<file path="src/rtl/display_scan_mux_if.sv">
`default_nettype none
// ============================================================================
// Module   : display_scan_mux_if
// Purpose  : Bus bundle between the scoreboard counter/converter side and the
//            seven-segment scan multiplexer.
// Revision : 1.0 - initial release
// ============================================================================
interface display_scan_mux_if #(
  parameter int NUM_DIGITS  = 2,
  parameter int DATA_WIDTH1 = 4
);
  logic [NUM_DIGITS*DATA_WIDTH1-1:0] i_digits;
  logic                              i_load;
  logic                              i_lzb_en;
  logic [DATA_WIDTH1-1:0]            o_hex;
  logic [NUM_DIGITS-1:0]             o_anode;
  logic                              o_scan_tick;

  // Digit source / display sink side
  modport master (
    output i_digits, i_load, i_lzb_en,
    input  o_hex, o_anode, o_scan_tick
  );

  // Scan multiplexer side
  modport slave (
    input  i_digits, i_load, i_lzb_en,
    output o_hex, o_anode, o_scan_tick
  );
endinterface
`default_nettype wire

</file>
<file path="src/rtl/display_scan_mux.sv">
`default_nettype none
// ============================================================================
// Module   : display_scan_mux
// Purpose  : Time-multiplexed anode scan for a common-anode seven-segment
//            display with tear-free shadowing, dead-time ghost suppression
//            and optional leading-zero blanking.
// Revision : 1.0 - initial release
// ============================================================================
module display_scan_mux #(
  parameter int NUM_DIGITS  = 2,
  parameter int DATA_WIDTH1 = 4,
  parameter int REFRESH_DIV = 100000,
  parameter int DEAD_CYCLES = 16
) (
  input  logic                  i_clk,
  input  logic                  i_rst_n,
  display_scan_mux_if.slave     bus
);

  localparam int c_cnt_w = (REFRESH_DIV > 1) ? $clog2(REFRESH_DIV) : 1;
  localparam int c_idx_w = (NUM_DIGITS > 1) ? $clog2(NUM_DIGITS) : 1;
  localparam int c_vec_w = NUM_DIGITS * DATA_WIDTH1;

  localparam logic [c_cnt_w-1:0] c_cnt_last = c_cnt_w'(REFRESH_DIV - 1);
  localparam logic [c_cnt_w-1:0] c_dead     = c_cnt_w'(DEAD_CYCLES);
  localparam logic [c_idx_w-1:0] c_idx_last = c_idx_w'(NUM_DIGITS - 1);

  // Counters hold the position (slot, cycle) the next clock edge presents.
  logic [c_cnt_w-1:0]     r_cnt;
  logic [c_idx_w-1:0]     r_idx;
  // Cleared by reset so the very first edge is not mistaken for a frame end.
  logic                   r_run;
  logic [c_vec_w-1:0]     r_staging;
  logic [c_vec_w-1:0]     r_display;
  logic                   r_pending;

  logic                   w_boundary;
  logic [c_vec_w-1:0]     w_disp_next;
  logic [DATA_WIDTH1-1:0] w_hex_next;
  logic [NUM_DIGITS-1:0]  w_anode_next;

  // The cycle ending at this edge was the last cycle of the final slot.
  assign w_boundary = r_run && (r_cnt == '0) && (r_idx == '0);

  // Display value for the coming frame: a load on the boundary cycle wins
  // over anything already staged.
  always_comb begin
    w_disp_next = r_display;
    if (w_boundary) begin
      if (bus.i_load) begin
        w_disp_next = bus.i_digits;
      end else if (r_pending) begin
        w_disp_next = r_staging;
      end
    end
  end

  // Select the scanned digit, decide blanking and build the anode pattern.
  always_comb begin
    logic w_upper_zero;
    logic w_blank;
    w_upper_zero = 1'b1;
    w_blank      = 1'b0;
    w_hex_next   = '0;
    w_anode_next = '1;
    // Walk from the most significant digit down so w_upper_zero means
    // "this digit and every digit above it are zero".
    for (int k = NUM_DIGITS - 1; k >= 0; k--) begin
      w_upper_zero = w_upper_zero &&
                     (w_disp_next[k*DATA_WIDTH1 +: DATA_WIDTH1] == '0);
      if (r_idx == c_idx_w'(k)) begin
        w_hex_next = w_disp_next[k*DATA_WIDTH1 +: DATA_WIDTH1];
        w_blank    = (k != 0) && bus.i_lzb_en && w_upper_zero;
        if ((r_cnt >= c_dead) && !w_blank) begin
          w_anode_next[k] = 1'b0;
        end
      end
    end
  end

  // Staging capture and frame-aligned transfer into the display shadow.
  always_ff @(posedge i_clk or negedge i_rst_n) begin
    if (!i_rst_n) begin
      r_staging <= '0;
      r_display <= '0;
      r_pending <= 1'b0;
    end else begin
      if (bus.i_load) begin
        r_staging <= bus.i_digits;
      end
      r_display <= w_disp_next;
      if (w_boundary) begin
        r_pending <= 1'b0;
      end else if (bus.i_load) begin
        r_pending <= 1'b1;
      end
    end
  end

  // Slot cycle counter and digit index advance.
  always_ff @(posedge i_clk or negedge i_rst_n) begin
    if (!i_rst_n) begin
      r_cnt <= '0;
      r_idx <= '0;
      r_run <= 1'b0;
    end else begin
      r_run <= 1'b1;
      if (r_cnt == c_cnt_last) begin
        r_cnt <= '0;
        r_idx <= (r_idx == c_idx_last) ? '0 : r_idx + 1'b1;
      end else begin
        r_cnt <= r_cnt + 1'b1;
      end
    end
  end

  // Registered outputs toward the converter and the anode drivers.
  always_ff @(posedge i_clk or negedge i_rst_n) begin
    if (!i_rst_n) begin
      bus.o_hex       <= '0;
      bus.o_anode     <= '1;
      bus.o_scan_tick <= 1'b0;
    end else begin
      bus.o_hex       <= w_hex_next;
      bus.o_anode     <= w_anode_next;
      bus.o_scan_tick <= (r_cnt == '0) && (r_idx == '0);
    end
  end

endmodule
`default_nettype wire

</file>
<file path="src/flat_wrapper.sv">
// flat-port wrapper written by rule: the top's interface ports become plain ports
module display_scan_mux_flat 
#(
  parameter int NUM_DIGITS  = 2,
  parameter int DATA_WIDTH1 = 4,
  parameter int REFRESH_DIV = 100000,
  parameter int DEAD_CYCLES = 16
)
  (i_clk, i_rst_n, bus_i_digits, bus_i_load, bus_i_lzb_en, bus_o_hex, bus_o_anode, bus_o_scan_tick);
  display_scan_mux_if #(.NUM_DIGITS(NUM_DIGITS), .DATA_WIDTH1(DATA_WIDTH1)) bus_i ();
  input  logic i_clk;
  input  logic i_rst_n;
  input wire logic [$bits(bus_i.i_digits)-1:0] bus_i_digits;
  input wire logic [$bits(bus_i.i_load)-1:0] bus_i_load;
  input wire logic [$bits(bus_i.i_lzb_en)-1:0] bus_i_lzb_en;
  output wire logic [$bits(bus_i.o_hex)-1:0] bus_o_hex;
  output wire logic [$bits(bus_i.o_anode)-1:0] bus_o_anode;
  output wire logic [$bits(bus_i.o_scan_tick)-1:0] bus_o_scan_tick;
  assign bus_i.i_digits = bus_i_digits;
  assign bus_i.i_load = bus_i_load;
  assign bus_i.i_lzb_en = bus_i_lzb_en;
  assign bus_o_hex = bus_i.o_hex;
  assign bus_o_anode = bus_i.o_anode;
  assign bus_o_scan_tick = bus_i.o_scan_tick;
  display_scan_mux #(.NUM_DIGITS(NUM_DIGITS), .DATA_WIDTH1(DATA_WIDTH1), .REFRESH_DIV(REFRESH_DIV), .DEAD_CYCLES(DEAD_CYCLES)) u_core (.i_clk(i_clk), .i_rst_n(i_rst_n), .bus(bus_i));
endmodule
</file>
<file path="config.mk">
export PLATFORM = sky130hd
export DESIGN_NAME = display_scan_mux_flat
export DESIGN_NICKNAME = d
export VERILOG_FILES = /design/src/rtl/display_scan_mux_if.sv /design/src/rtl/display_scan_mux.sv /design/src/flat_wrapper.sv
export SDC_FILE = /design/constraint.sdc
export NUM_CORES = 1
export LEC_CHECK = 0
export CORE_AREA = 3 3 68 76
export DETAILED_ROUTE_END_ITERATION = 12
export DIE_AREA = 0 0 71 79
export GPL_TIMING_DRIVEN = 0
export PLACE_DENSITY_LB_ADDON = 0.05
export SKIP_LAST_GASP = 1
export SYNTH_ARGS = -nofsm -noshare
export SYNTH_HDL_FRONTEND = slang
export SYNTH_SLANG_ARGS = --single-unit
</file>
<file path="constraint.sdc">
create_clock -name i_clk -period 2.5 [get_ports i_clk]
set_input_delay 0.75 -clock i_clk [delete_from_list [all_inputs] [get_ports i_clk]]
set_output_delay 0.75 -clock i_clk [all_outputs]
set_load 0.1 [all_outputs]
</file>
==> metrics.cfg, run 1 <==
[power_and_ir_drop]
ir_drop_mv = 0.356
power_density_nw_per_um2 = 582
p_leak_nw = 1.06

[layout]
nets = 211
fillCellCount = 433
final_area_um2 = 2290
drive_gt1_share_pct = 19.2
area_growth_pct = 21.0
final_cells = 252
n_antenna_cell = 0
fin_util_pct = 52.3

[cts]
ctsLongestPathBuffers = 2
clock_latency_ns = 0.29
cts_root_buffer = clkbuf_8
clkTransAtPathRegs_ns = 0.08
cts_inserted_buffers = 5
cts_tree = built
hold_buffers = 0
clock_sinks = 43
htreeDepth = 2

[synthesis]
synth_fp_nets = 182
ys_types = 30
async_flop_share_pct = 100
ys_seq_area_share_pct = 57.0
synth_flop_cell = dfrtp_1
synth.most_common_cell = dfrtp_1
ys_ff_latch = 43
synth-edff-count = 0
syn_area_um2 = 1890
synth_area_per_cell_um2 = 11.3
yosys-top-cells-count = dfrtp_1, nand2_1, nor2_1, mux2_2, inv_1
yosysTopAreaCell = dfrtp_1
synth_area_leaders = dfrtp_1, mux2_2, xor2_1, xnor2_1, nand2_1
synthCells = 168
yosys_warnings = 0
synth_top_area_share_pct = 54.2

[setup_path]
critPathTopFamily = simple AND/OR/NAND/NOR gates
critPathSlowestCell = or4b_4
path_max_fanout = 4
cp_cell_sequence = inv_1 > ha_2 > or4b_4 > or2_1 > buf_6 > or3_4 > a21bo_2 > o41ai_2
cp.depth = 8
rr_worst_depth = 8
arrival_ns = 2.61
cp-start-kind = flip-flop
crit_buf_inv = 2
cp_slowest_stage_delay_ns = 0.46
worstSetupPathType = flip-flop to flip-flop
end_kind = flip-flop
cp_data_required_time_ns = 2.70

[floorplan]
start_util_pct = 43.2
die_w_um = 71
rows = 25
pin_count = 19
dieArea_um2 = 5610
fp.dieH_um = 79
core_um2 = 4380

[global_route]
antenna_found_initial = 0
gr-usage-all-layers_pct = 14.4
grt_pass1_vias = 1371
overflow = 0
grt_pass1_wl_um = 6270
grt_max_degree = 28

[sta]
setup_viol = 0
period_minus_slack_ns = 2.41
skew_ns = 0.00425
worst_pin_slew_ns = 0.962
hold_viol_final = 0
fmaxAchievable_mhz = 414
drv_slew = 0
maxSlewHeadroom_pct = 35.7
rsz0062_at_grt = yes
tns_ns = 0
period_share_pct = 96.6
hold_slack_ns = 0.369

[placed_design]
dpl.cell_count = 240
port_buffers = 17
gp_congestion = 0.776
hpwl_um = 2550
placed_area_um2 = 2150

[routing]
wirelength_um = 3460
drt_drc_violations_left = 0
first_iter_violations = 50
avgRoutedWirePerCell_um = 13.7
drt-pass1-iter-count = 4
vias_per_cell = 5.08
vias = 1280
drtAntennaViolNets = 0

[outcome]
run_status = completed

[flow_run]
cap_viol_max_count = 0

[min_path]
holdCritPathClass = input pin to async pin

## path summary, 6_finish.rpt
kind                       slack [ns]               endpoint            start
setup / recovery                 0.09  u_core.bus.o_anode[1]  u_core.r_cnt[1]
hold / removal                   0.37    u_core.r_staging[5]          i_rst_n
setup reg to reg                 0.09  u_core.bus.o_anode[1]  u_core.r_cnt[1]
hold reg to reg                  0.47       u_core.r_pending     u_core.r_run
max in group asynchronous        1.59  u_core.bus.o_anode[1]          i_rst_n
min in group i_clk               0.47       u_core.r_pending     u_core.r_run
## routing by layer
metal	up-vias	track usage (%)	wire length (µm)
li1	632	-	-
met4	0	4.51	24
met2	22	25.3	1770
met1	624	16.3	1500
met5	-	0	0
met3	2	4.94	166
## cell usage in the layout (no fill, tap or decap), types with 3 or more instances in the layout
cell / synthesis / layout
clkbuf_1: 3 / 3
nand2_1: 15 / 15
xnor2_1: 7 / 7
clkdlybuf4s50_1: 0 / 9
o21ai_0: 5 / 5
nor2_1: 14 / 14
a211o_1: 3 / 3
a21oi_1: 3 / 3
dfrtp_1: 41 / 41
nand3_1: 6 / 6
and3_1: 3 / 3
mux2_2: 13 / 13
inv_1: 9 / 9
clkbuf_8: 0 / 7
nor3_1: 5 / 4
buf_4: 0 / 4
nand4_1: 6 / 6
dlygate4sd2_1: 0 / 6
o31ai_1: 4 / 4
xor2_1: 8 / 8
## final cells by class
class / count / area (µm²) / share of cell area (%)
Inverter: 9 / 33.8 / 1.48
Clock buffer: 7 / 96.3 / 4.21
Multi-Input combinational cell: 111 / 762 / 33.3
Clock inverter: 1 / 7.51 / 0.328
Tap cell: 54 / 67.6 / 2.95
Timing Repair Buffer: 22 / 210 / 9.18
Buffer: 5 / 33.8 / 1.48
Sequential cell: 43 / 1080 / 47.1
## stage by stage
step                setup WS [ns]  power, W
floorplan                   0.148  0.000814
global placement           -0.397  0.000862
detailed placement         -0.122  0.000868
CTS                      -0.00572   0.00135
global route              -0.0292   0.00140
finish                     0.0856   0.00133
## worst reg2reg max path: stages, from the launching register on
cell	delay [ns]
dfrtp_1	0.41
inv_1	0.07
ha_2	0.15
or4b_4	0.46
or2_1	0.25
buf_6	0.12
or3_4	0.33
a21bo_2	0.21
o41ai_2	0.33
## registers in the layout, indices dropped and copies added, names as in the netlist
register,count
u_core.r_cnt,17
u_core.r_display,8
u_core.r_staging,8
u_core.bus.o_hex,4
u_core.bus.o_anode,2
u_core.bus.o_scan_tick,1
u_core.r_idx,1
u_core.r_pending,1
u_core.r_run,1
## power breakdown
group	leakage (nW)	internal [W]	switching (W)	total (W)
combinational	0.469	0.0000453	0.0000699	0.000115
sequential	0.540	0.000724	0.0000115	0.000735
clock	0.0505	0.000251	0.000230	0.000482
total	1.06	0.00102	0.000312	0.00133
## repair_timing
item                                    4_1_cts  5_1_grt
endpoints found under the setup margin       11        6
gates resized for setup                       7        4
pin swaps                                     1        5
cloned                                        0        0
endpoints found under the hold margin         0        0
buffers inserted                              0        4
## kinds of logic after synthesis
logic type,after synthesis,share of synthesized area (%)
simple gates,63,16.8
xor+xnor,15,6.94
flops,43,57.0
fa+ha+maj,2,1.32
mux,13,7.73
other cells,1,0.198
compound gates,17,6.48
buf+inv,14,3.57
Power figures use the tool's default switching activity.
==> inputs of run 2 (changes only) <==
==> constraint.sdc (replaced) <==
create_clock -name i_clk -period 2.5 [get_ports i_clk]
set_input_delay 0.5 -clock i_clk [delete_from_list [all_inputs] [get_ports i_clk]]
set_output_delay 0.5 -clock i_clk [all_outputs]
set_load 0.1 [all_outputs]
==> metrics.cfg, run 2 (same netlist as run 1, synthesis figures left out) <==
[outcome]
run_status = completed

[sta]
rsz0062_at_grt = yes
period_minus_slack_ns = 2.43  ; +0.0169 ns
hold_viol_final = 0  ; unchanged
tns_ns = 0  ; unchanged
setup_viol = 0  ; unchanged
maxSlewHeadroom_pct = 35.3  ; -0.47 points
fmaxAchievable_mhz = 411  ; -0.69%
worst_pin_slew_ns = 0.968  ; +0.00557 ns
skew_ns = 0.00404  ; -0.000210 ns
drv_slew = 0  ; unchanged
period_share_pct = 97.3  ; +0.67 points

[routing]
drt_drc_violations_left = 0  ; unchanged
drt-pass1-iter-count = 4  ; unchanged
vias_per_cell = 5.08  ; about the same
vias = 1279  ; -0.078%
drtAntennaViolNets = 0  ; unchanged
wirelength_um = 3470  ; about the same
first_iter_violations = 41  ; -18%
avgRoutedWirePerCell_um = 13.8  ; about the same

[layout]
layout_commonest_cell = dfrtp_1
fillCellCount = 429  ; -0.92%
n_antenna_cell = 0  ; unchanged
nets = 211  ; unchanged
area_growth_pct = 21.2
final_cells = 252  ; unchanged
drive_gt1_share_pct = 19.2  ; unchanged
mostFrequentLayoutCells = dfrtp_1, clkdlybuf4s50_1, nand2_1
regArea_um2 = 1080  ; unchanged
multiInputGateArea_um2 = 762  ; unchanged
largest_reg_flops = 17  ; unchanged
largest_register = u_core.r_cnt
reg_top3 = u_core.r_cnt: 17 flops, u_core.r_display: 8 flops, u_core.r_staging: 8 flops

[min_path]
holdCritPathClass = input pin to async pin

[cts]
cts_root_buffer = clkbuf_8
hold_buffers = 0  ; unchanged
clkTransAtPathRegs_ns = 0.08  ; about the same
ctsLongestPathBuffers = 2  ; unchanged
cts_tree = built
clock_latency_ns = 0.29  ; about the same
clock_sinks = 43  ; unchanged
cts_inserted_buffers = 5  ; unchanged
htreeDepth = 2  ; unchanged

[placed_design]
dpl.cell_count = 240  ; unchanged
gp_congestion = 0.776  ; unchanged
port_buffers = 17  ; unchanged
hpwl_um = 2550  ; unchanged

[setup_path]
critPathTopFamily = buffers and inverters
cp_cell_sequence = clkdlybuf4s50_1
end_kind = primary output
cp.depth = 1  ; -7
cp_data_required_time_ns = 2.00  ; -0.70 ns
worstSetupPathType = flip-flop to primary output
rr_worst_depth = 8  ; unchanged
path_max_fanout = 1  ; -3
cp_slowest_stage_delay_ns = 1.12  ; +0.66 ns
critPathSlowestCell = clkdlybuf4s50_1
cp-start-kind = flip-flop
crit_buf_inv = 1  ; -1
arrival_ns = 1.93  ; -0.68 ns

[power_and_ir_drop]
finalPower_w = 0.00133  ; +0.10%
p_leak_nw = 1.02  ; -3.3%
ir_drop_mv = 0.355  ; about the same
clockPowerShare_pct = 36.1  ; about the same
power_density_nw_per_um2 = 581  ; -0.12%
seqPwrFrac_pct = 55.2  ; about the same
power.switching_w = 0.000311  ; -0.19%
p_int_w = 0.00102  ; +0.19%
swShare_pct = 23.3  ; -0.067 points
p_comb_share_pct = 8.8  ; +0.2 points

[floorplan]
fp.dieH_um = 79  ; unchanged
start_util_pct = 43.2  ; unchanged
pin_count = 19  ; unchanged
core_um2 = 4380  ; unchanged
rows = 25  ; unchanged
dieArea_um2 = 5610  ; unchanged
die_w_um = 71  ; unchanged

[global_route]
grt_pass1_vias = 1371  ; unchanged
antenna_found_initial = 0  ; unchanged
overflow = 0  ; unchanged
gr-usage-all-layers_pct = 14.4  ; unchanged
grt_max_degree = 28  ; unchanged
grt_pass1_wl_um = 6270  ; unchanged

[flow_run]
cap_viol_max_count = 0  ; unchanged

run 2: layout make-up:
class,instances,share of cell area [%]
buffer,5,1.47
clock buffer,7,4.20
clock inverter,1,0.327
inverter,9,1.47
multi-input combinational,111,33.2
sequential,43,47.0
tap,54,2.94
timing repair buffer,22,9.38
run 2: what timing repair did:
action	in CTS	in global routing
pin swaps	1	5
setup buffers	0	4
hold endpoints to repair	0	0
setup endpoints to repair	5	5
resized for setup	1	3
run 2: worst paths after layout:
path	startpoint	endpoint	slack, ns
max reg2reg	u_core.r_cnt[1]	u_core.bus.o_anode[1]	0.09
min reg2reg	u_core.r_cnt[0]	u_core.r_cnt[0]	0.47
max in group asynchronous	i_rst_n	u_core.bus.o_anode[1]	1.84
min in group i_clk	u_core.r_cnt[0]	u_core.r_cnt[0]	0.47
min	i_rst_n	u_core.r_staging[5]	0.12
max	u_core.bus.o_anode[0]	bus_o_anode[0]	0.07
run 2: layer usage:
metal	vias up	wire (µm)	track usage (%)
met3	4	153	4.94
li1	632	-	-
met5	-	0	0
met1	621	1520	16.3
met2	22	1760	25.3
met4	0	26	4.51
run 2: power groups by stage:
stage	registers, W	logic, W	clock network (W)
4_1_cts	0.000736	0.000120	0.000498
3_5_place_dp	0.000750	0.000119	0
6_report	0.000735	0.000117	0.000481
2_1_floorplan	0.000771	0.0000427	0
3_3_place_gp	0.000748	0.000114	0
5_1_grt	0.000739	0.000129	0.000534
run 2: metrics by stage:
| step | area [µm²] | hold slack, ns | util [%] | setup slack, ns |
|---|---|---|---|---|
| floorplan | 1890 | 0.204 | - | 0.148 |
| detailed placement | 2150 | 0.448 | 49.0 | -0.0130 |
| finish | 2290 | 0.119 | 52.4 | 0.0687 |
| global placement | 2130 | 0.464 | 48.7 | -0.147 |
| global route | 2290 | 0.132 | 52.4 | -0.0292 |
| CTS | 2250 | 0.128 | 51.5 | -0.00572 |
==> inputs of run 3 (changes only) <==
--- a/config.mk
+++ b/config.mk
@@ -5,11 +5,12 @@
 export SDC_FILE = /design/constraint.sdc
 export NUM_CORES = 1
 export LEC_CHECK = 0
-export CORE_AREA = 3 3 68 76
+export CORE_AREA = 2 2 67 75
 export DETAILED_ROUTE_END_ITERATION = 12
-export DIE_AREA = 0 0 71 79
+export DIE_AREA = 0 0 69 77
 export GPL_TIMING_DRIVEN = 0
 export PLACE_DENSITY_LB_ADDON = 0.05
+export SETUP_SLACK_MARGIN = 0.1
 export SKIP_LAST_GASP = 1
 export SYNTH_ARGS = -nofsm -noshare
 export SYNTH_HDL_FRONTEND = slang
==> metrics.cfg, run 3 (same netlist as run 1, synthesis figures left out) <==
[global_route]
grt_pass1_vias = 1350  ; -1.5%
antenna_found_initial = 0  ; unchanged
gr-usage-all-layers_pct = 15.2  ; +0.82 points
grt_max_degree = 43  ; +54%
grt_pass1_wl_um = 6320  ; +0.88%
overflow = 0  ; unchanged

[power_and_ir_drop]
finalPower_w = 0.00128  ; -4.2%
power_density_nw_per_um2 = 556  ; -4.4%
ir_drop_mv = 0.378  ; +6.2%
p_leak_nw = 1.04  ; +1.9%

[placed_design]
hpwl_um = 2520  ; -1.4%
gp_congestion = 0.747  ; -3.8%
port_buffers = 17  ; unchanged
placed_area_um2 = 2150  ; +0.12%

[routing]
vias = 1284  ; +0.39%
first_iter_violations = 73  ; +78%
vias_per_cell = 5.02  ; -1.2%
drtAntennaViolNets = 0  ; unchanged
drt-pass1-iter-count = 4  ; unchanged
wirelength_um = 3640  ; +5.1%
avgRoutedWirePerCell_um = 14.2  ; +3.4%
drt_drc_violations_left = 0  ; unchanged

[cts]
htreeDepth = 2  ; unchanged
clock_sinks = 43  ; unchanged
clkTransAtPathRegs_ns = 0.08  ; about the same
ctsLongestPathBuffers = 2  ; unchanged
clock_latency_ns = 0.29  ; about the same
cts_inserted_buffers = 5  ; unchanged
cts_tree = built
cts_root_buffer = clkbuf_8

[sta]
tns_ns = 0  ; unchanged
maxSlewHeadroom_pct = 35.2  ; -0.096 points
worst_pin_slew_ns = 0.969  ; +0.00144 ns
period_minus_slack_ns = 2.39  ; -0.0447 ns
period_share_pct = 95.5  ; -1.8 points
hold_viol_final = 0  ; unchanged
rsz0062_at_grt = yes
drv_slew = 0  ; unchanged
skew_ns = 0.00619  ; +0.00215 ns
setup_viol = 0  ; unchanged
fmaxAchievable_mhz = 419  ; +1.9%

[floorplan]
dieArea_um2 = 5310  ; -5.3%
fp.dieH_um = 77  ; -2.5%
die_w_um = 69  ; -2.8%
pin_count = 19  ; unchanged
start_util_pct = 41.6  ; -1.7 points
rows = 26  ; +4.0%
core_um2 = 4550  ; +4.0%

[setup_path]
path_max_fanout = 3  ; +2
rr_worst_depth = 8  ; unchanged
arrival_ns = 2.59  ; +0.66 ns
rr_endpoint = u_core.bus.o_anode[1]
worstSetupStartpoint = u_core.r_cnt[0]
cp_data_required_time_ns = 2.70  ; +0.70 ns
worstSetupPathType = flip-flop to flip-flop
end_kind = flip-flop
r2r_slack_ns = 0.11  ; +0.02 ns
rr_startpoint = u_core.r_cnt[0]
cp-start-kind = flip-flop

[min_path]
holdPathEnd = u_core.r_pending
whs_path_depth = 1
holdCritPathClass = flip-flop to flip-flop
hp-start = u_core.r_run

[layout]
reg_top3 = u_core.r_cnt: 17 flops, u_core.r_display: 8 flops, u_core.r_staging: 8 flops
largest_reg_flops = 17  ; unchanged
n_antenna_cell = 0  ; unchanged
largest_register = u_core.r_cnt
nets = 213  ; +0.95%
mostFrequentLayoutCells = dfrtp_1, nand2_1, nor2_1, clkdlybuf4s50_1, mux2_2
drive_gt1_share_pct = 18.5  ; -0.69 points
final_area_um2 = 2300  ; +0.16%
layout_commonest_cell = dfrtp_1
area_growth_pct = 21.4

[outcome]
run_status = completed

[flow_run]
cap_viol_max_count = 0  ; unchanged

-- run 3: changes by cell type in the layout (fill, tap and decap cells not counted), sizes merged --
cell	delta
dlygate4sd2	+2
clkbuf	-2
dlygate4sd3	+1
clkinv	+3
clkdlybuf4s50	-2
buf	+1
clkinvlp	-1
-- run 3: cell type report --
cell class                      count  area [µm²]
Multi-Input combinational cell    111         768
Fill cell                         439        2260
Buffer                              5        33.8
Clock buffer                        5        68.8
Clock inverter                      3        15.0
Timing Repair Buffer               24         230
Sequential cell                    43        1080
Inverter                            9        33.8
Tap cell                           56        70.1
-- run 3: worst max-delay path by stage --
stage                                        to  cells past startpoint
final                     u_core.bus.o_anode[1]                      8
after global routing      u_core.bus.o_anode[1]                      8
after CTS                 u_core.bus.o_anode[1]                      8
after detailed placement    u_core.bus.o_hex[1]                      5
after global placement         u_core.r_cnt[11]                      1
after floorplan           u_core.bus.o_anode[1]                      8
-- run 3: layer usage --
| layer | wire length, µm | GRT usage (%) | up-vias |
|---|---|---|---|
| li1 | - | - | 631 |
| met3 | 120 | 4.47 | 6 |
| met1 | 1610 | 17.7 | 627 |
| met2 | 1830 | 25.6 | 20 |
| met5 | 0 | 0 | - |
| met4 | 73 | 7.25 | 0 |
-- run 3: timing repair --
| action | in CTS | in global routing |
|---|---|---|
| gates resized for setup | 4 | 3 |
| setup endpoints to repair | 7 | 5 |
| pin swaps | 6 | 6 |
| buffers inserted | 4 | 1 |
| endpoints found under the hold margin | 1 | 0 |
| hold buffers | 1 | 0 |
-- run 3: worst max-delay path, cell delays in order (launching register included) --
cell and delay, ns:
dfrtp_1 0.39, inv_1 0.06, ha_1 0.14, or4b_4 0.47
or2_1 0.24, buf_6 0.12, or2_4 0.23, a211o_1 0.33
o41ai_2 0.32
-- run 3: where the power goes --
group	total [W]	switching, W	internal (W)	leakage, nW
clock	0.000422	0.000231	0.000191	0.0477
combinational	0.000120	0.0000710	0.0000489	0.456
sequential	0.000735	0.0000114	0.000724	0.540
-- run 3: metrics by stage --
stage	util (%)	setup WS (ns)	cells	hold WS (ns)
global route	50.5	0.0257	256	0.511
floorplan	-	0.148	168	0.204
detailed placement	47.2	-0.0302	242	0.306
CTS	50.0	0.117	255	0.474
global placement	46.8	-0.120	241	0.467
finish	50.5	0.113	256	0.497
